### src/rtl/microcode_sequencer_pkg.sv
// Shared encodings for the microprogram sequencer: COND field codes, FSM states
// and default microword field positions.
package useq_pkg;

  localparam int DEF_ADDR_W   = 11;
  localparam int DEF_WORD_W   = 41;
  localparam int DEF_RD_BIT   = 19;
  localparam int DEF_WR_BIT   = 18;
  localparam int DEF_COND_LSB = 11;

  typedef enum logic [2:0] {
    COND_NEXT   = 3'b000,
    COND_N      = 3'b001,
    COND_Z      = 3'b010,
    COND_V      = 3'b011,
    COND_C      = 3'b100,
    COND_IR13   = 3'b101,
    COND_JUMP   = 3'b110,
    COND_DECODE = 3'b111
  } cond_e;

  typedef enum logic [1:0] {
    ST_FETCH0 = 2'd0,
    ST_RUN    = 2'd1,
    ST_WAIT   = 2'd2
  } state_e;

endpackage

### src/rtl/microcode_sequencer_if.sv
// Sequencer bus: control-store port, IR/flags, memory handshake and status.
// Optional trace outputs exist only when USEQ_TRACE_EN is defined.
interface microcode_sequencer_if #(
  parameter int ADDR_W = 11,
  parameter int WORD_W = 41
);
  logic              uSEQ_Enable_In;
  logic [31:0]       uSEQ_IR_In;
  logic [3:0]        uSEQ_Flags_In;
  logic [WORD_W-1:0] uSEQ_CSData_In;
  logic              uSEQ_MemAck_In;
  logic [ADDR_W-1:0] uSEQ_CSAddr_Out;
  logic [WORD_W-1:0] uSEQ_MIR_Out;
  logic [ADDR_W-1:0] uSEQ_uPC_Out;
  logic              uSEQ_MemReq_Out;
`ifdef USEQ_TRACE_EN
  logic [31:0]       uSEQ_Count_Out;
  logic              uSEQ_Taken_Out;

  modport master (
    input  uSEQ_Enable_In, uSEQ_IR_In, uSEQ_Flags_In, uSEQ_CSData_In, uSEQ_MemAck_In,
    output uSEQ_CSAddr_Out, uSEQ_MIR_Out, uSEQ_uPC_Out, uSEQ_MemReq_Out,
    output uSEQ_Count_Out, uSEQ_Taken_Out
  );
  modport slave (
    output uSEQ_Enable_In, uSEQ_IR_In, uSEQ_Flags_In, uSEQ_CSData_In, uSEQ_MemAck_In,
    input  uSEQ_CSAddr_Out, uSEQ_MIR_Out, uSEQ_uPC_Out, uSEQ_MemReq_Out,
    input  uSEQ_Count_Out, uSEQ_Taken_Out
  );
`else
  modport master (
    input  uSEQ_Enable_In, uSEQ_IR_In, uSEQ_Flags_In, uSEQ_CSData_In, uSEQ_MemAck_In,
    output uSEQ_CSAddr_Out, uSEQ_MIR_Out, uSEQ_uPC_Out, uSEQ_MemReq_Out
  );
  modport slave (
    output uSEQ_Enable_In, uSEQ_IR_In, uSEQ_Flags_In, uSEQ_CSData_In, uSEQ_MemAck_In,
    input  uSEQ_CSAddr_Out, uSEQ_MIR_Out, uSEQ_uPC_Out, uSEQ_MemReq_Out
  );
`endif
endinterface

### src/rtl/microcode_sequencer_next_addr.sv
// Next-address mux: picks uPC+1, the JUMP field or the IR decode address from COND.
// Purely combinational; taken flags any choice other than uPC+1.
module useq_next_addr
  import useq_pkg::*;
#(
  parameter int ADDR_W = DEF_ADDR_W
) (
  input  logic [ADDR_W-1:0] upc,
  input  cond_e             cond,
  input  logic [ADDR_W-1:0] jump,
  input  logic [3:0]        flags,
  input  logic              ir13,
  input  logic [1:0]        ir_op,
  input  logic [5:0]        ir_op3,
  output logic [ADDR_W-1:0] na,
  output logic              taken
);

  logic [ADDR_W-1:0] seq_addr;
  logic [ADDR_W-1:0] dec_addr;

  always_comb begin
    seq_addr = upc + ADDR_W'(1);
    // Decode target: top bit set, op in [9:8], op3 in [7:2], word-aligned.
    dec_addr             = '0;
    dec_addr[ADDR_W-1]   = 1'b1;
    dec_addr[9:8]        = ir_op;
    dec_addr[7:2]        = ir_op3;

    taken = 1'b0;
    unique case (cond)
      COND_NEXT:   taken = 1'b0;
      COND_N:      taken = flags[3];
      COND_Z:      taken = flags[2];
      COND_V:      taken = flags[1];
      COND_C:      taken = flags[0];
      COND_IR13:   taken = ir13;
      COND_JUMP:   taken = 1'b1;
      COND_DECODE: taken = 1'b1;
      default:     taken = 1'b0;
    endcase

    na = seq_addr;
    if (cond == COND_DECODE) na = dec_addr;
    else if (taken)          na = jump;
  end

endmodule

### src/rtl/microcode_sequencer.sv
// Microprogram sequencer: uPC/MIR registers, FETCH0/RUN/WAIT FSM, memory req/ack stall.
// Optional trace counter and taken pulse when USEQ_TRACE_EN is defined.
module microcode_sequencer
  import useq_pkg::*;
#(
  parameter int ADDR_W   = DEF_ADDR_W,
  parameter int WORD_W   = DEF_WORD_W,
  parameter int RD_BIT   = DEF_RD_BIT,
  parameter int WR_BIT   = DEF_WR_BIT,
  parameter int COND_LSB = DEF_COND_LSB
) (
  input  logic uSEQ_CLOCK_50,
  input  logic uSEQ_RESET_InLow,
  microcode_sequencer_if.master bus
);

  state_e            state;
  logic [ADDR_W-1:0] upc;
  logic [WORD_W-1:0] mir;
  logic              mem_req;

  logic [ADDR_W-1:0] na;
  logic              na_taken;
  logic              mem;
  logic              advance;
  logic              en;
  logic              ack;

  assign en  = bus.uSEQ_Enable_In;
  assign ack = bus.uSEQ_MemAck_In;
  assign mem = mir[RD_BIT] | mir[WR_BIT];

  useq_next_addr #(.ADDR_W(ADDR_W)) u_next_addr (
    .upc    (upc),
    .cond   (cond_e'(mir[COND_LSB+2:COND_LSB])),
    .jump   (mir[ADDR_W-1:0]),
    .flags  (bus.uSEQ_Flags_In),
    .ir13   (bus.uSEQ_IR_In[13]),
    .ir_op  (bus.uSEQ_IR_In[31:30]),
    .ir_op3 (bus.uSEQ_IR_In[24:19]),
    .na     (na),
    .taken  (na_taken)
  );

  // An ack arriving with the request gives zero wait states.
  assign advance = en & (((state == ST_RUN) & (~mem | ack)) | ((state == ST_WAIT) & ack));

  always_comb begin
    bus.uSEQ_CSAddr_Out = upc;
    if (state == ST_FETCH0) bus.uSEQ_CSAddr_Out = '0;
    else if (advance)       bus.uSEQ_CSAddr_Out = na;
  end

  always_ff @(posedge uSEQ_CLOCK_50 or negedge uSEQ_RESET_InLow) begin
    if (!uSEQ_RESET_InLow) begin
      state   <= ST_FETCH0;
      upc     <= '0;
      mir     <= '0;
      mem_req <= 1'b0;
    end else if (en) begin
      unique case (state)
        ST_FETCH0: begin
          mir     <= bus.uSEQ_CSData_In;
          upc     <= '0;
          mem_req <= bus.uSEQ_CSData_In[RD_BIT] | bus.uSEQ_CSData_In[WR_BIT];
          state   <= ST_RUN;
        end
        ST_RUN, ST_WAIT: begin
          if (advance) begin
            mir     <= bus.uSEQ_CSData_In;
            upc     <= na;
            mem_req <= bus.uSEQ_CSData_In[RD_BIT] | bus.uSEQ_CSData_In[WR_BIT];
            state   <= ST_RUN;
          end else begin
            state   <= ST_WAIT;
          end
        end
        default: state <= ST_FETCH0;
      endcase
    end
  end

  assign bus.uSEQ_MIR_Out    = mir;
  assign bus.uSEQ_uPC_Out    = upc;
  assign bus.uSEQ_MemReq_Out = mem_req;

`ifdef USEQ_TRACE_EN
  logic [31:0] count;
  logic        taken_q;

  always_ff @(posedge uSEQ_CLOCK_50 or negedge uSEQ_RESET_InLow) begin
    if (!uSEQ_RESET_InLow) begin
      count   <= '0;
      taken_q <= 1'b0;
    end else begin
      taken_q <= advance & na_taken;
      if (advance && (count != 32'hFFFF_FFFF)) count <= count + 32'd1;
    end
  end

  assign bus.uSEQ_Count_Out = count;
  assign bus.uSEQ_Taken_Out = taken_q;
`endif

endmodule
### src/flat_wrapper.sv
// flat-port wrapper written by rule: the top's interface ports become plain ports
module microcode_sequencer_flat import useq_pkg::*;
#(
  parameter int ADDR_W   = DEF_ADDR_W,
  parameter int WORD_W   = DEF_WORD_W,
  parameter int RD_BIT   = DEF_RD_BIT,
  parameter int WR_BIT   = DEF_WR_BIT,
  parameter int COND_LSB = DEF_COND_LSB
)
  (uSEQ_CLOCK_50, uSEQ_RESET_InLow, bus_uSEQ_Enable_In, bus_uSEQ_IR_In, bus_uSEQ_Flags_In, bus_uSEQ_CSData_In, bus_uSEQ_MemAck_In, bus_uSEQ_CSAddr_Out, bus_uSEQ_MIR_Out, bus_uSEQ_uPC_Out, bus_uSEQ_MemReq_Out);
  microcode_sequencer_if #(.ADDR_W(ADDR_W), .WORD_W(WORD_W)) bus_i ();
  input  logic uSEQ_CLOCK_50;
  input  logic uSEQ_RESET_InLow;
  input wire logic [$bits(bus_i.uSEQ_Enable_In)-1:0] bus_uSEQ_Enable_In;
  input wire logic [$bits(bus_i.uSEQ_IR_In)-1:0] bus_uSEQ_IR_In;
  input wire logic [$bits(bus_i.uSEQ_Flags_In)-1:0] bus_uSEQ_Flags_In;
  input wire logic [$bits(bus_i.uSEQ_CSData_In)-1:0] bus_uSEQ_CSData_In;
  input wire logic [$bits(bus_i.uSEQ_MemAck_In)-1:0] bus_uSEQ_MemAck_In;
  output wire logic [$bits(bus_i.uSEQ_CSAddr_Out)-1:0] bus_uSEQ_CSAddr_Out;
  output wire logic [$bits(bus_i.uSEQ_MIR_Out)-1:0] bus_uSEQ_MIR_Out;
  output wire logic [$bits(bus_i.uSEQ_uPC_Out)-1:0] bus_uSEQ_uPC_Out;
  output wire logic [$bits(bus_i.uSEQ_MemReq_Out)-1:0] bus_uSEQ_MemReq_Out;
  assign bus_i.uSEQ_Enable_In = bus_uSEQ_Enable_In;
  assign bus_i.uSEQ_IR_In = bus_uSEQ_IR_In;
  assign bus_i.uSEQ_Flags_In = bus_uSEQ_Flags_In;
  assign bus_i.uSEQ_CSData_In = bus_uSEQ_CSData_In;
  assign bus_i.uSEQ_MemAck_In = bus_uSEQ_MemAck_In;
  assign bus_uSEQ_CSAddr_Out = bus_i.uSEQ_CSAddr_Out;
  assign bus_uSEQ_MIR_Out = bus_i.uSEQ_MIR_Out;
  assign bus_uSEQ_uPC_Out = bus_i.uSEQ_uPC_Out;
  assign bus_uSEQ_MemReq_Out = bus_i.uSEQ_MemReq_Out;
  microcode_sequencer #(.ADDR_W(ADDR_W), .WORD_W(WORD_W), .RD_BIT(RD_BIT), .WR_BIT(WR_BIT), .COND_LSB(COND_LSB)) u_core (.uSEQ_CLOCK_50(uSEQ_CLOCK_50), .uSEQ_RESET_InLow(uSEQ_RESET_InLow), .bus(bus_i));
endmodule
### config.mk
export PLATFORM = sky130hd
export DESIGN_NAME = microcode_sequencer_flat
export DESIGN_NICKNAME = d
export VERILOG_FILES = /design/src/rtl/microcode_sequencer_pkg.sv /design/src/rtl/microcode_sequencer_if.sv /design/src/rtl/microcode_sequencer_next_addr.sv /design/src/rtl/microcode_sequencer.sv /design/src/flat_wrapper.sv
export SDC_FILE = /design/constraint.sdc
export NUM_CORES = 1
export LEC_CHECK = 0
export ABC_AREA = 1
export CAP_MARGIN = 30
export CORE_MARGIN = 5
export CORE_UTILIZATION = 37
export DETAILED_ROUTE_END_ITERATION = 6
export HOLD_SLACK_MARGIN = 0.12
export PLACE_DENSITY_LB_ADDON = 0.2
export SYNTH_ARGS = -nofsm -noshare
export SYNTH_HDL_FRONTEND = slang
export SYNTH_SLANG_ARGS = --single-unit
### constraint.sdc
create_clock -name uSEQ_CLOCK_50 -period 1.8 [get_ports uSEQ_CLOCK_50]
set_input_delay 0.45 -clock uSEQ_CLOCK_50 [delete_from_list [all_inputs] [get_ports uSEQ_CLOCK_50]]
set_output_delay 0.45 -clock uSEQ_CLOCK_50 [all_outputs]
set_load 0.03 [all_outputs]
=== Yosys cells after proc, flatten, opt, wreduce, memory -nomap -nowiden ===
Index checks and enable logic that the tools add are counted.

* Flip-flop bits (word level): 55
* Latch bits: 0
* Bits in writable memories: 0
* Bits in read-only memories: 0
* Word-level logic and storage cells: 42
* Memories: 0

* Add/sub/neg operators: 1
* Multiply operators: 0
* Div/mod/pow operators: 0
* Magnitude comparators: 0
* Equality and inequality tests: 10
* Shifts and indexed selects: 0
* Muxes and demuxes: 12
* Bitwise operators: 8
* Reductions and logical operators: 7

{| class="wikitable"
|+ Operators with widths
! operator !! number
|-
| case mux 41 bit (2 select lines) || 1
|-
| 2-to-1 mux 11 bit || 4
|-
| 2-to-1 mux 41 bit || 1
|-
| case mux 11 bit (2 select lines) || 1
|-
| equality test 3 bit (second input constant) || 4
|-
| adder 11 x 1 -> 11 bit (second input constant) || 1
|-
| case mux 1 bit (7 select lines) || 1
|-
| equality test 3 x 2 -> 1 bit (second input constant) || 2
|-
| bitwise OR 1 bit || 4
|-
| case mux 2 bit (2 select lines) || 1
|-
| OR reduction 2 bit || 2
|-
| AND 1 bit || 3
|-
| equality test 3 x 1 -> 1 bit (second input constant) || 1
|-
| zero test 3 bit || 1
|-
| AND reduction 3 bit || 1
|-
| equality test 2 x 1 -> 1 bit (second input constant) || 1
|-
| equality test 2 bit (second input constant) || 1
|-
| zero test 2 bit || 1
|-
| 2-to-1 mux 2 bit || 1
|-
| inequality test 2 x 1 -> 1 bit (second input constant) || 1
|-
| case mux 1 bit (2 select lines) || 1
|-
| AND reduction 2 bit || 1
|-
| nonzero test 2 bit || 1
|-
| 2-to-1 mux 1 bit || 1
|-
| NOT 1 bit || 1
|}

=== Logic depth before layout (Yosys ltp) ===
Gate-level depths: netlist (run 1).

* Depth after elaboration: 8
* Gate-level depth with buffers: 12
* Gate-level depth less buffers: 12

=== Hierarchy ===
A second synthesis (run 1) with hierarchy kept.

* Cells, all modules: 443
* Area, all modules: 3130.5 um^2

{| class="wikitable"
|+ Modules (own cells, without submodules)
! module !! instances !! cells an instance !! area an instance (um^2) !! sequential area each (um^2)
|-
| microcode_sequencer || 1 || 312 || 2543.7 || 1376.3
|-
| useq_next_addr || 1 || 131 || 586.8 || 0.0
|}

=== Worst setup path after synthesis (run 1) ===
Ideal clock, no wire load.

* Path kind: reg2out
* Start point: reg u_core.upc[0] (netlist: u_core.bus.uSEQ_uPC_Out[0])
* End point: out bus_uSEQ_CSAddr_Out[8]
* Arrival: 1865 ps
* Required time: 1350 ps
* Setup slack: -515 ps
* Cell stages (with the launch flop): 12
* Path through: dfrtp_1 -> ha_1 -> inv_1 -> nor2_2 -> nand3_1 -> nand2_1 -> inv_1 -> nand2_1 -> nand3_1 -> nand2_1 -> nand2_1 -> nor2_1

* Longest elaborated chain between the ends: 5

{| class="wikitable"
|+ RTL lines
! what !! line !! source
|-
| start: declaration || microcode_sequencer.sv:18 || <nowiki>logic [ADDR_W-1:0] upc;</nowiki>
|-
| start signal: assignment || microcode_sequencer.sv:71 || <nowiki>upc <= na;</nowiki>
|-
| adder 11 x 1 -> 11 bit || microcode_sequencer_next_addr.sv:23 || <nowiki>seq_addr = upc + ADDR_W'(1);</nowiki>
|-
| 2-to-1 mux 11 bit || microcode_sequencer_next_addr.sv:45 || <nowiki>else if (taken) na = jump;</nowiki>
|-
| 2-to-1 mux 11 bit || microcode_sequencer_next_addr.sv:44 || <nowiki>if (cond == COND_DECODE) na = dec_addr;</nowiki>
|-
| 2-to-1 mux 11 bit || -- ||
|-
| 2-to-1 mux 11 bit || microcode_sequencer.sv:50 || <nowiki>if (state == ST_FETCH0) bus.uSEQ_CSAddr_Out = '0;</nowiki>
|-
| end: declaration || flat_wrapper.sv:19 || <nowiki>output wire logic [$bits(bus_i.uSEQ_CSAddr_Out)-1:0] bus_uSEQ_CSAddr_Out;</nowiki>
|}

Every way passes these cells.

=== Final worst setup path (run 1) ===
* Start point: reg u_core.state[0]
* End point: reg u_core.mir[19] (netlist: u_core.bus.uSEQ_MIR_Out[19])

* Longest elaborated chain between the ends: 6

{| class="wikitable"
|+ RTL lines
! what !! line !! source
|-
| start: declaration || microcode_sequencer.sv:17 || <nowiki>state_e state;</nowiki>
|-
| start signal: assignment || microcode_sequencer.sv:56 || <nowiki>state <= ST_FETCH0;</nowiki>
|-
| start signal: assignment || microcode_sequencer.sv:66 || <nowiki>state <= ST_RUN;</nowiki>
|-
| start signal: assignment || microcode_sequencer.sv:73 || <nowiki>state <= ST_RUN;</nowiki>
|-
| equality test 2 x 1 -> 1 bit / equality test 2 bit (equally long branches) || microcode_sequencer.sv:46, microcode_sequencer.sv:61 ||
|-
| AND 1 bit || microcode_sequencer.sv:46 || <nowiki>assign advance = en & (((state == ST_RUN) & (~mem | ack)) | ((state == ST_WAIT) & ack));</nowiki>
|-
| bitwise OR 1 bit || microcode_sequencer.sv:46 ||
|-
| AND 1 bit || microcode_sequencer.sv:46 ||
|-
| inequality test 2 x 1 -> 1 bit (no source line) || -- ||
|-
| AND reduction 3 bit (no source line) || -- ||
|-
| end signal: assignment || microcode_sequencer.sv:63 || <nowiki>mir <= bus.uSEQ_CSData_In;</nowiki>
|-
| end signal: assignment || microcode_sequencer.sv:70 || <nowiki>mir <= bus.uSEQ_CSData_In;</nowiki>
|-
| end: declaration || microcode_sequencer.sv:19 || <nowiki>logic [WORD_W-1:0] mir;</nowiki>
|}

Parallel ways exist; a longest one is shown, timed or not.
A chain may end at the register's enable or synchronous reset.

==> flow_metrics.env, run 1 <==
export IMPL_wl_per_cell_um=14.1
export IMPL_fill_cells=594
export IMPL_yosysTopAreaCellShare=0.473
export IMPL_drtAntennaViolNets=0
export IMPL_rsz0062_at_grt="true"
export IMPL_ctsRootBufferMaster="clkbuf_8"
export IMPL_netlist_area_um2=2910
export IMPL_ys_types=24
export IMPL_violations="setup timing"
export IMPL_multi_input_area_um2=1630
export IMPL_cp_arrival_ps=2650
export IMPL_synth_adder_area_share=0.0215
export IMPL_finalHoldViolCount=0
export IMPL_fmax_ghz=0.408
export IMPL_syn_avg_cell_area_um2=7.17
export IMPL_synth_warnings=0
export IMPL_cp_common_cell="buf_4"
export IMPL_syn_to_final_growth_pct=83.8
export IMPL_utilization=0.696
export IMPL_fp_row_count=32
export IMPL_clkSlewWorstSetupHoldPaths_ps=100
export IMPL_fin_skew_ps=4.03
export IMPL_synth_edf_count=0
export IMPL_crit_required_ps=1990
export IMPL_die_h_um=98.7
export IMPL_synth_xor_area_share=0.00902
export IMPL_r2r_start="u_core.state[0]"
export IMPL_synth_area_leaders="dfrtp_1 (47%), nand2_1 (25%), nand3_1 (4.6%), inv_1 (4.3%), o21ai_0 (2.7%)"
export IMPL_num_vias=3231
export IMPL_setup_ws_ps=-651
export IMPL_finalSetupViolCount=55
export IMPL_seq_area_frac_synth=0.473
export IMPL_hpwlAfterDp_mm=6.63
export IMPL_slew_viol_final=0
export IMPL_synth_net_count=492
export IMPL_viasPerCell=4.66
export IMPL_io_pins=145
export IMPL_yosys_area_top_type="dfrtp_1"
export IMPL_synth_top_family_by_area="simple AND/OR/NAND/NOR gates"
export IMPL_clk_path_buf_depth=2
export IMPL_synth_mux_area_frac=0
export IMPL_clkSinkCount=55
export IMPL_die_area_um2=9750
export IMPL_power_mw=10.3
export IMPL_drt_iter0_drc=136
export IMPL_grtUsageTotal=0.187
export IMPL_finalInstanceArea_um2=5350
export IMPL_cap_viol_max_count=0
export IMPL_grt_first_pass_wirelength_mm=15.0
export IMPL_synth_seq_cells=55
export IMPL_grt_max_degree=56
export IMPL_p_leak_nw=2.75
export IMPL_worstHoldPathType="primary input to async pin"
export IMPL_antenna_found_initial=0
export IMPL_numCtsBuffers=5
export IMPL_critPathCaptureType="register"
export IMPL_grt_pass1_vias=3244
export IMPL_slowest_stage="dfrtp_1"
export IMPL_setup_tns_ps=-32290
export IMPL_synthSimpleGateAreaFrac=0.363
export IMPL_critPathMaxFanout=7
export IMPL_path_class="register to register"
export IMPL_start_util=0.379
export IMPL_regArea_um2=1390
export IMPL_drt_pass1_iter_count=4
export IMPL_remaining_drc_errors=0
export IMPL_syn_inst=406
export IMPL_fin_crit_sh=1.36
export IMPL_worst_pin_slew_ps=379
export IMPL_coreArea_um2=7690
export IMPL_cpPeakStageDelay_ps=440
export IMPL_slew_headroom=0.747
export IMPL_synth_compound_area_frac=0.0610
export IMPL_async_flop_share=1.00
export IMPL_finalNetCount=676
export IMPL_place_area_um2=4770
export IMPL_powerDensity_nw_per_um2=1930
export IMPL_die_width_um=98.7
export IMPL_place_congestion=0.840
export IMPL_diodes=0
export IMPL_cts_tree="yes"
export IMPL_start_kind="register"
export IMPL_ir_worst_vdd_v=0.00111
export IMPL_drive_above_1_share=0.286
export IMPL_synth_main_ff_cell="dfrtp_1"
export IMPL_crit_chain="inv_2 > ha_4 > o21ai_4 > buf_4 > buf_6 > buf_4 > buf_4 > buf_4 > buf_4 > buf_4 > buf_4 > nand3_1 > nand2_4 > clkinv_8 > buf_12 > nand2_1 > o21ai_0"
export IMPL_drt_total_wl_mm=9.78
export IMPL_grt_overflow=0
export IMPL_startpoint="u_core.state[0]"
export IMPL_htreeDepth=2
export IMPL_io_buffers=121
export IMPL_clk_latency_ps=310
export IMPL_min_period_ps=2450
export IMPL_whs_ps=127
export IMPL_status="complete, but fails checks"
==> flip-flops by register name, summed over array words and instances (netlist names) <==
name and count:
u_core.state 2, u_core.bus.uSEQ_MemReq_Out 1, u_core.bus.uSEQ_MIR_Out 41, u_core.bus.uSEQ_uPC_Out 11
==> metal layers <==
metal  GRT usage  wire (um)
met5           0          0
met4      0.0746        309
met3      0.0559        766
met2       0.326       4830
met1       0.214       3880
==> through the flow <==
step                std cells  setup WS, ps
floorplan                 406          -106
global placement          663          -588
detailed placement        663          -604
CTS                       682          -573
global route              693          -730
finish                    693          -651
==> cell type report <==
class | instances | area share
clock inverter | 2 | 0.00724
timing repair buffer | 188 | 0.358
clock buffer | 6 | 0.0136
sequential | 55 | 0.259
inverter | 42 | 0.0344
tap | 102 | 0.0238
multi-input combinational | 298 | 0.304
==> report_power, final <==
group          leakage, nW  switching (mW)  internal, mW
Clock               0.0558           0.420         0.421
Combinational         2.02            4.20          3.05
Sequential           0.681           0.420          1.83
==> cell families after synthesis <==
kind of cell	Yosys count
flops	55
fa+ha+maj	5
buf+inv	53
simple gates	257
compound gates	33
xor+xnor	3
==> synthesized netlist by cell type (all sizes together) (2+ instances only) <==
master	n
o21ai	23
clkbuf	4
nand2	200
nor2	25
buf	7
inv	41
nand4	2
ha	5
xor2	3
dfrtp	55
nand3	29
a21oi	8
==> worst max-delay path, delay by kind of cell, from the launching register on <==
family	cells	cell delay (ps)
compound gates	2	280
fa+ha+maj	1	170
buf+inv	11	1120
flops	1	440
simple gates	3	330
==> layout by cell type (no fill, tap or decap), types with 9 or more instances in the layout <==
cell / synthesis / final
buf_4: 0 / 52
nand2_2: 4 / 16
inv_2: 8 / 10
dlygate4sd2_1: 0 / 45
o21ai_1: 5 / 10
nor2_1: 19 / 12
dfrtp_1: 55 / 46
nand2_1: 196 / 180
nor2_4: 0 / 9
nand3_1: 27 / 20
inv_1: 33 / 28
buf_6: 1 / 9
dfrtp_2: 0 / 9
clkdlybuf4s50_1: 0 / 56
buf_12: 0 / 12
==> timing repair <==
item                                    4_1_cts  5_1_grt
cloned                                        0        6
setup buffers                                11        5
gates resized for setup                      71       52
hold buffers                                  0        0
endpoints found under the setup margin       56       64
pin swaps                                     6       13
==> worst paths after layout <==
kind                                                 to  slack [ps]  depth (start not counted)
max reg2reg                 u_core.bus.uSEQ_MIR_Out[19]        -650                         17
min                         u_core.bus.uSEQ_MIR_Out[11]         130                          2
max                         u_core.bus.uSEQ_MIR_Out[19]        -650                         17
min in group uSEQ_CLOCK_50  u_core.bus.uSEQ_MIR_Out[15]         490                          2
max in group asynchronous    u_core.bus.uSEQ_uPC_Out[0]        1390                          2
min reg2reg                 u_core.bus.uSEQ_MIR_Out[15]         490                          2
(Power assumes the default switching activity.)
==> inputs of run 2 (changes only) <==
CORE_UTILIZATION = 38   (was 37)
SYNTH_HIERARCHICAL = 1   (was default)
==> run 2 against run 1 <==
  * The flow still finishes with violations (setup timing)
  * Flip-flop and latch count unchanged
  * Clock-buffer cell count unchanged
  * Design area increased by 2.7%
  * Worst setup slack got worse by 60 ps
  * Register-to-register slack improved by 530 ps
  * Clock skew increased by 13 ps
  * Cell count increased by 4.8%
  * Critical path depth decreased by 5
  * Combinational power increased by 16%
  * Die area increased by 4.2%
  * Non-clock buffer count unchanged
  * Sequential share of layout area decreased by 0.65 points
  * Largest cell class unchanged
==> flow_metrics.env, run 2 <==
export IMPL_grt_first_pass_wirelength_mm=17.1
export IMPL_ir_worst_vdd_v=0.00109
export IMPL_final_common_cell="nand2_1"
export IMPL_cap_viol_max_count=0
export IMPL_fmax_ghz=0.398
export IMPL_min_period_ps=2510
export IMPL_fin_crit_sh=1.40
export IMPL_use_met2=0.352
export IMPL_synth_commonest_cells="nand2_1 (196), nand3_1 (69), dfrtp_1 (55)"
export IMPL_yosysMostFrequentCell="nand2_1"
export IMPL_reg2regPathDepth=13
export IMPL_synth_seq_cells=55
export IMPL_htreeDepth=2
export IMPL_clk_path_buf_depth=2
export IMPL_clk_latency_ps=320
export IMPL_start_util=0.385
export IMPL_power_mw=11.4
export IMPL_fp_row_count=33
export IMPL_yosysTopAreaCellShare=0.440
export IMPL_syn_inst=443
export IMPL_clkSinkCount=55
export IMPL_synth_area_leaders="dfrtp_1 (44%), nand2_1 (24%), nand3_1 (11%), inv_1 (4.2%), nand3b_1 (2.9%)"
export IMPL_place_congestion=0.906
export IMPL_grtUsageMet3=0.0623
export IMPL_fin_skew_ps=16.5
export IMPL_synth_net_count=529
export IMPL_drive_above_1_share=0.287
export IMPL_slew_headroom=0.754
export IMPL_grt_overflow=0
export IMPL_final_cell_mix="nand2_1 (170), nand3_1 (59), dlygate4sd2_1 (57)"
export IMPL_crit_required_ps=1350
export IMPL_io_buffers=121
export IMPL_whs_ps=479
export IMPL_utilization=0.676
export IMPL_slowest_stage="dfrtp_2"
export IMPL_critPathTopFamily="simple AND/OR/NAND/NOR gates"
export IMPL_cts_tree="yes"
export IMPL_worst_pin_slew_ps=369
export IMPL_viasPerCell=4.91
export IMPL_rr_endpoint="u_core/bus.uSEQ_uPC_Out[9]"
export IMPL_path_class="register to primary output"
export IMPL_grt_max_degree=44
export IMPL_clkSlewWorstSetupHoldPaths_ps=100
export IMPL_slew_viol_final=0
export IMPL_finalHoldViolCount=0
export IMPL_diodes=0
export IMPL_syn_avg_cell_area_um2=7.07
export IMPL_grtUsageMet1=0.251
export IMPL_cp_arrival_ps=2060
export IMPL_yosys_area_top_type="dfrtp_1"
export IMPL_async_flop_share=1.00
export IMPL_synth_main_ff_cell="dfrtp_1"
export IMPL_rrSetupSlack_ps=-120
export IMPL_antenna_found_initial=0
export IMPL_worstHoldPathType="register to register"
export IMPL_netlist_area_um2=3130
export IMPL_powerDensity_nw_per_um2=2080
export IMPL_ctsRootBufferMaster="clkbuf_8"
export IMPL_drt_total_wl_mm=11.1
export IMPL_crit_chain="ha_4 > inv_2 > nor2_4 > buf_4 > xnor2_1 > nand2_1 > nand3_2 > nand2_1 > nand3b_1 > nand2_2 > nor2_4 > buf_6"
export IMPL_syn_to_final_growth_pct=75.6
export IMPL_coreArea_um2=8130
export IMPL_dp_slack_ps=-745
export IMPL_cpPeakStageDelay_ps=450
export IMPL_finalSetupViolCount=55
export IMPL_min_path_cells=2
export IMPL_seq_area_frac_synth=0.440
export IMPL_largest_reg_flops=41
export IMPL_synth_warnings=6
export IMPL_synth_edf_count=0
export IMPL_io_pins=145
export IMPL_violations="setup timing"
export IMPL_worstHoldEndpoint="u_core/bus.uSEQ_MIR_Out[20]"
export IMPL_hpwlAfterDp_mm=7.31
export IMPL_numCtsBuffers=5
export IMPL_setup_ws_ps=-711
export IMPL_rsz0062_at_grt="true"
export IMPL_cp_num_buf_inv=3
export IMPL_finalNetCount=706
export IMPL_remaining_drc_errors=0
export IMPL_start_kind="register"
export IMPL_p_leak_nw=2.82
export IMPL_drt_pass1_iter_count=4
export IMPL_critPathCaptureType="primary output"
export IMPL_die_area_um2=10200
export IMPL_critPathMaxFanout=3
export IMPL_wl_per_cell_um=15.3
export IMPL_drtAntennaViolNets=0
export IMPL_die_width_um=101
export IMPL_grt_pass1_vias=3566
export IMPL_top_usage_layer="met2"
export IMPL_hold_path_startpoint="u_core/bus.uSEQ_MIR_Out[20]"
export IMPL_r2r_start="u_core/bus.uSEQ_MIR_Out[13]"
export IMPL_die_h_um=101
export IMPL_status="complete, but fails checks"
export IMPL_ys_types=27
export IMPL_grtUsageTotal=0.208
export IMPL_drt_iter0_drc=168
export IMPL_num_vias=3566
-- run 2: changes by cell type in the layout (fill, tap and decap cells not counted), moves of 5 or more --
| cell | delta |
|---|---|
| nand3_1 | +39 |
| o21ai_1 | -9 |
| o21ai_0 | -6 |
| dlygate4sd2_1 | +12 |
| nand2_1 | -10 |
| nand3b_1 | +12 |
| nand3_2 | +5 |
| dlymetal6s2s_1 | -8 |
| clkdlybuf4s50_1 | -5 |
| nor2_4 | +7 |
| buf_4 | -5 |
| nand2_2 | +11 |
-- run 2: routing by layer --
layer / wire length, um / up-vias / share of wire
li1: - / 1747 / -
met1: 4310 / 1695 / 0.39
met2: 5730 / 108 / 0.52
met3: 868 / 16 / 0.078
met4: 172 / 0 / 0.016
met5: 0 / - / 0
-- run 2: logic make-up after synthesis --
kind of cell | after synthesis | synth area share
DFF | 55 | 0.440
xor gates and xnor gates | 3 | 0.00839
buffers and inverters | 58 | 0.0827
adders and majority gates | 5 | 0.0200
and+or+nand+nor | 313 | 0.433
AOI/OAI and AO/OA | 9 | 0.0160
-- run 2: power breakdown --
part | switching (mW) | internal [mW] | total (mW)
clock | 0.439 | 0.281 | 0.720
sequential | 0.439 | 1.85 | 2.29
combinational | 4.95 | 3.48 | 8.44
-- run 2: how the worst max path moves through the flow --
stage                                start                      end  slack [ps]  cells after the start
3_5_place_dp          bus_uSEQ_Flags_In[0]   bus_uSEQ_CSAddr_Out[4]        -740                     13
3_3_place_gp          bus_uSEQ_Flags_In[1]   bus_uSEQ_CSAddr_Out[3]        -720                     13
6_report        u_core/bus.uSEQ_uPC_Out[1]   bus_uSEQ_CSAddr_Out[4]        -710                     12
2_1_floorplan   u_core/bus.uSEQ_uPC_Out[0]  bus_uSEQ_CSAddr_Out[10]        -200                     10
4_1_cts        u_core/bus.uSEQ_MIR_Out[11]   bus_uSEQ_CSAddr_Out[4]        -650                     13
5_1_grt         u_core/bus.uSEQ_uPC_Out[0]   bus_uSEQ_CSAddr_Out[4]        -850                     12
-- run 2: final cells by class --
| class | instances | area, um^2 |
|---|---|---|
| Clock buffer | 6 | 72.6 |
| Clock inverter | 2 | 16.3 |
| Fill cell | 694 | 2640 |
| Inverter | 38 | 150 |
| Multi-Input combinational cell | 332 | 1850 |
| Sequential cell | 55 | 1390 |
| Tap cell | 105 | 131 |
| Timing Repair Buffer | 188 | 1890 |
-- run 2: worst reg2reg max path, stage by stage, from the launching register on --
cell      delay, ps
dfrtp_2         450
inv_4            80
nor2_1           40
nor2_1          140
nand2_2         140
nand3_4         140
nand2_1          80
nand3_1          90
nand2_1          50
nand3b_1        190
buf_4           160
buf_4           120
nand3_1          70
nand2_1          60
-- run 2: stage by stage --
stage	instances	cell area (um^2)	TNS (ps)
floorplan	443	3260	-1660
global placement	690	4860	-19270
detailed placement	690	4860	-20540
CTS	713	5160	-6720
global route	726	5500	-15480
finish	726	5500	-10370
-- run 2: repair_timing --
action	4_1_cts	5_1_grt
cloned	2	6
endpoints found under the setup margin	88	61
buffers inserted	12	8
hold buffers	1	0
resized for setup	101	39
hold endpoints to repair	12	0
pin swaps	36	29
==> inputs of run 3 (changes only) <==
CORE_ASPECT_RATIO = 0.5   (was default)
CORE_UTILIZATION = 36   (was 38)
==> run 3 against run 2 <==
  * The flow still finishes with violations (setup timing)
  * Hold slack got worse by 350 ps
  * Clock power grew 61%
  * Sequential power hardly changed
  * Die area increased by 6.1%
  * Flip-flop and latch count did not move
  * Largest cell class unchanged
==> flow_metrics.env, run 3 (synthesis gave the netlist of run 2 again) <==
export IMPL_status="complete, but fails checks"
export IMPL_violations="setup timing"
export IMPL_die_width_um=142
export IMPL_clk_latency_ps=300
export IMPL_rsz0062_at_grt="true"
export IMPL_fmax_ghz=0.406
export IMPL_clkSlewWorstSetupHoldPaths_ps=80
export IMPL_finalNetCount=708
export IMPL_path_class="register to primary output"
export IMPL_powerDensity_nw_per_um2=2130
export IMPL_rrSetupSlack_ps=-150
export IMPL_crit_required_ps=1350
export IMPL_drt_iter0_drc=151
export IMPL_drt_total_wl_mm=10.7
export IMPL_syn_to_final_growth_pct=83.2
export IMPL_drt_pass1_iter_count=4
export IMPL_grt_max_degree=44
export IMPL_grt_overflow=0
export IMPL_finalHoldViolCount=0
export IMPL_fill_cells=746
export IMPL_htreeDepth=2
export IMPL_grtUsageTotal=0.185
export IMPL_largest_reg_flops=41
export IMPL_cap_viol_max_count=0
export IMPL_r2r_start="u_core/state[0]"
export IMPL_io_pins=145
export IMPL_rr_endpoint="u_core/bus.uSEQ_MIR_Out[17]"
export IMPL_remaining_drc_errors=0
export IMPL_final_cell_mix="nand2_1 (169), nand3_1 (57), clkdlybuf4s50_1 (52)"
export IMPL_startpoint="u_core/bus.uSEQ_MIR_Out[11]"
export IMPL_min_period_ps=2460
export IMPL_start_util=0.365
export IMPL_cts_tree="yes"
export IMPL_endpoint="bus_uSEQ_CSAddr_Out[6]"
export IMPL_wl_per_cell_um=14.5
export IMPL_ctsRootBufferMaster="clkbuf_16"
export IMPL_place_congestion=0.816
export IMPL_grt_first_pass_wirelength_mm=16.4
export IMPL_die_h_um=75.9
export IMPL_slew_headroom=0.638
export IMPL_start_kind="register"
export IMPL_hold_buffers=0
export IMPL_critPathCaptureType="primary output"
export IMPL_numCtsBuffers=5
export IMPL_diodes=0
export IMPL_reg2regPathDepth=11
export IMPL_coreArea_um2=8590
export IMPL_hpwlAfterDp_mm=7.04
export IMPL_place_area_um2=4990
export IMPL_ir_worst_vdd_v=0.00112
export IMPL_fin_skew_ps=6.74
export IMPL_p_leak_nw=3.04
export IMPL_utilization=0.668
export IMPL_fp_row_count=24
export IMPL_clkSinkCount=55
export IMPL_finalInstanceArea_um2=5740
export IMPL_io_buffers=121
export IMPL_die_area_um2=10800
export IMPL_num_vias=3495
export IMPL_setup_ws_ps=-664
export IMPL_worstHoldPathType="primary input to async pin"
export IMPL_final_common_cell="nand2_1"
export IMPL_grt_pass1_vias=3328
export IMPL_cp_arrival_ps=2010
export IMPL_drive_above_1_share=0.295
export IMPL_finalSetupViolCount=54
export IMPL_worst_pin_slew_ps=543
export IMPL_viasPerCell=4.72
export IMPL_drtAntennaViolNets=0
export IMPL_clk_path_buf_depth=2
export IMPL_antenna_found_initial=0
export IMPL_slew_viol_final=0
export IMPL_critPathMaxFanout=4
export IMPL_fin_crit_sh=1.37
[run 3: repair_timing]
action                                  in CTS  in global routing
setup buffers                                4                 12
endpoints found under the setup margin      91                 75
resized for setup                           76                 64
pin swaps                                   30                 23
gates cloned                                 2                  6
[run 3: power breakdown]
part / leakage (nW) / switching, mW / internal (mW) / total (mW)
Sequential: 0.679 / 0.425 / 1.85 / 2.27
Combinational: 2.27 / 4.98 / 3.82 / 8.80
Clock: 0.0863 / 0.488 / 0.673 / 1.16
Total: 3.04 / 5.89 / 6.34 / 12.2
[run 3: per-layer routing]
metal	track usage	vias up	wire [um]
met5	0	-	0
met4	0.0421	0	155
met3	0.0447	14	699
met2	0.320	104	5370
met1	0.235	1627	4470
li1	-	1750	-
[run 3: cell type report]
type	count	area (um^2)	share of cell area
clock buffers	5	125	0.0218
clock inverters	3	50.0	0.00873
inverters	38	153	0.0266
multi-input cells	331	1850	0.323
flip-flops and latches	55	1390	0.242
well taps	117	146	0.0255
repair buffers	190	2010	0.351
repair inverters	1	7.51	0.00131
[run 3: worst min path at each step]
| stage | cells past startpoint | start | end |
|---|---|---|---|
| 2_1_floorplan | 0 | uSEQ_RESET_InLow | u_core/bus.uSEQ_MIR_Out[0] |
| 3_3_place_gp | 2 | u_core/bus.uSEQ_MIR_Out[29] | u_core/bus.uSEQ_MIR_Out[29] |
| 3_5_place_dp | 1 | uSEQ_RESET_InLow | u_core/bus.uSEQ_MIR_Out[11] |
| 4_1_cts | 1 | uSEQ_RESET_InLow | u_core/bus.uSEQ_MIR_Out[11] |
| 5_1_grt | 1 | uSEQ_RESET_InLow | u_core/bus.uSEQ_MIR_Out[11] |
| 6_report | 1 | uSEQ_RESET_InLow | u_core/bus.uSEQ_MIR_Out[11] |
[run 3: stage by stage]
| step | cells | hold WS [ps] | TNS, ps | total power, mW | setup slack, ps |
|---|---|---|---|---|---|
| after floorplan | 443 | 154 | -1660 | 6.66 | -203 |
| after global placement | 710 | 452 | -22160 | 9.74 | -699 |
| after detailed placement | 710 | 456 | -22150 | 9.82 | -729 |
| after CTS | 724 | 129 | -6820 | 11.3 | -642 |
| after global routing | 740 | 148 | -18100 | 13.1 | -773 |
| final | 740 | 130 | -12340 | 12.2 | -664 |
[run 3: critical path, stage by stage (launching register included)]
cell	delay, ps
dfrtp_2	420
inv_4	60
buf_6	110
nor3_4	270
clkinvlp_4	240
nand3_2	110
nand2_1	50
nand3b_1	180
nand2_2	110
nor2_4	40
buf_6	130
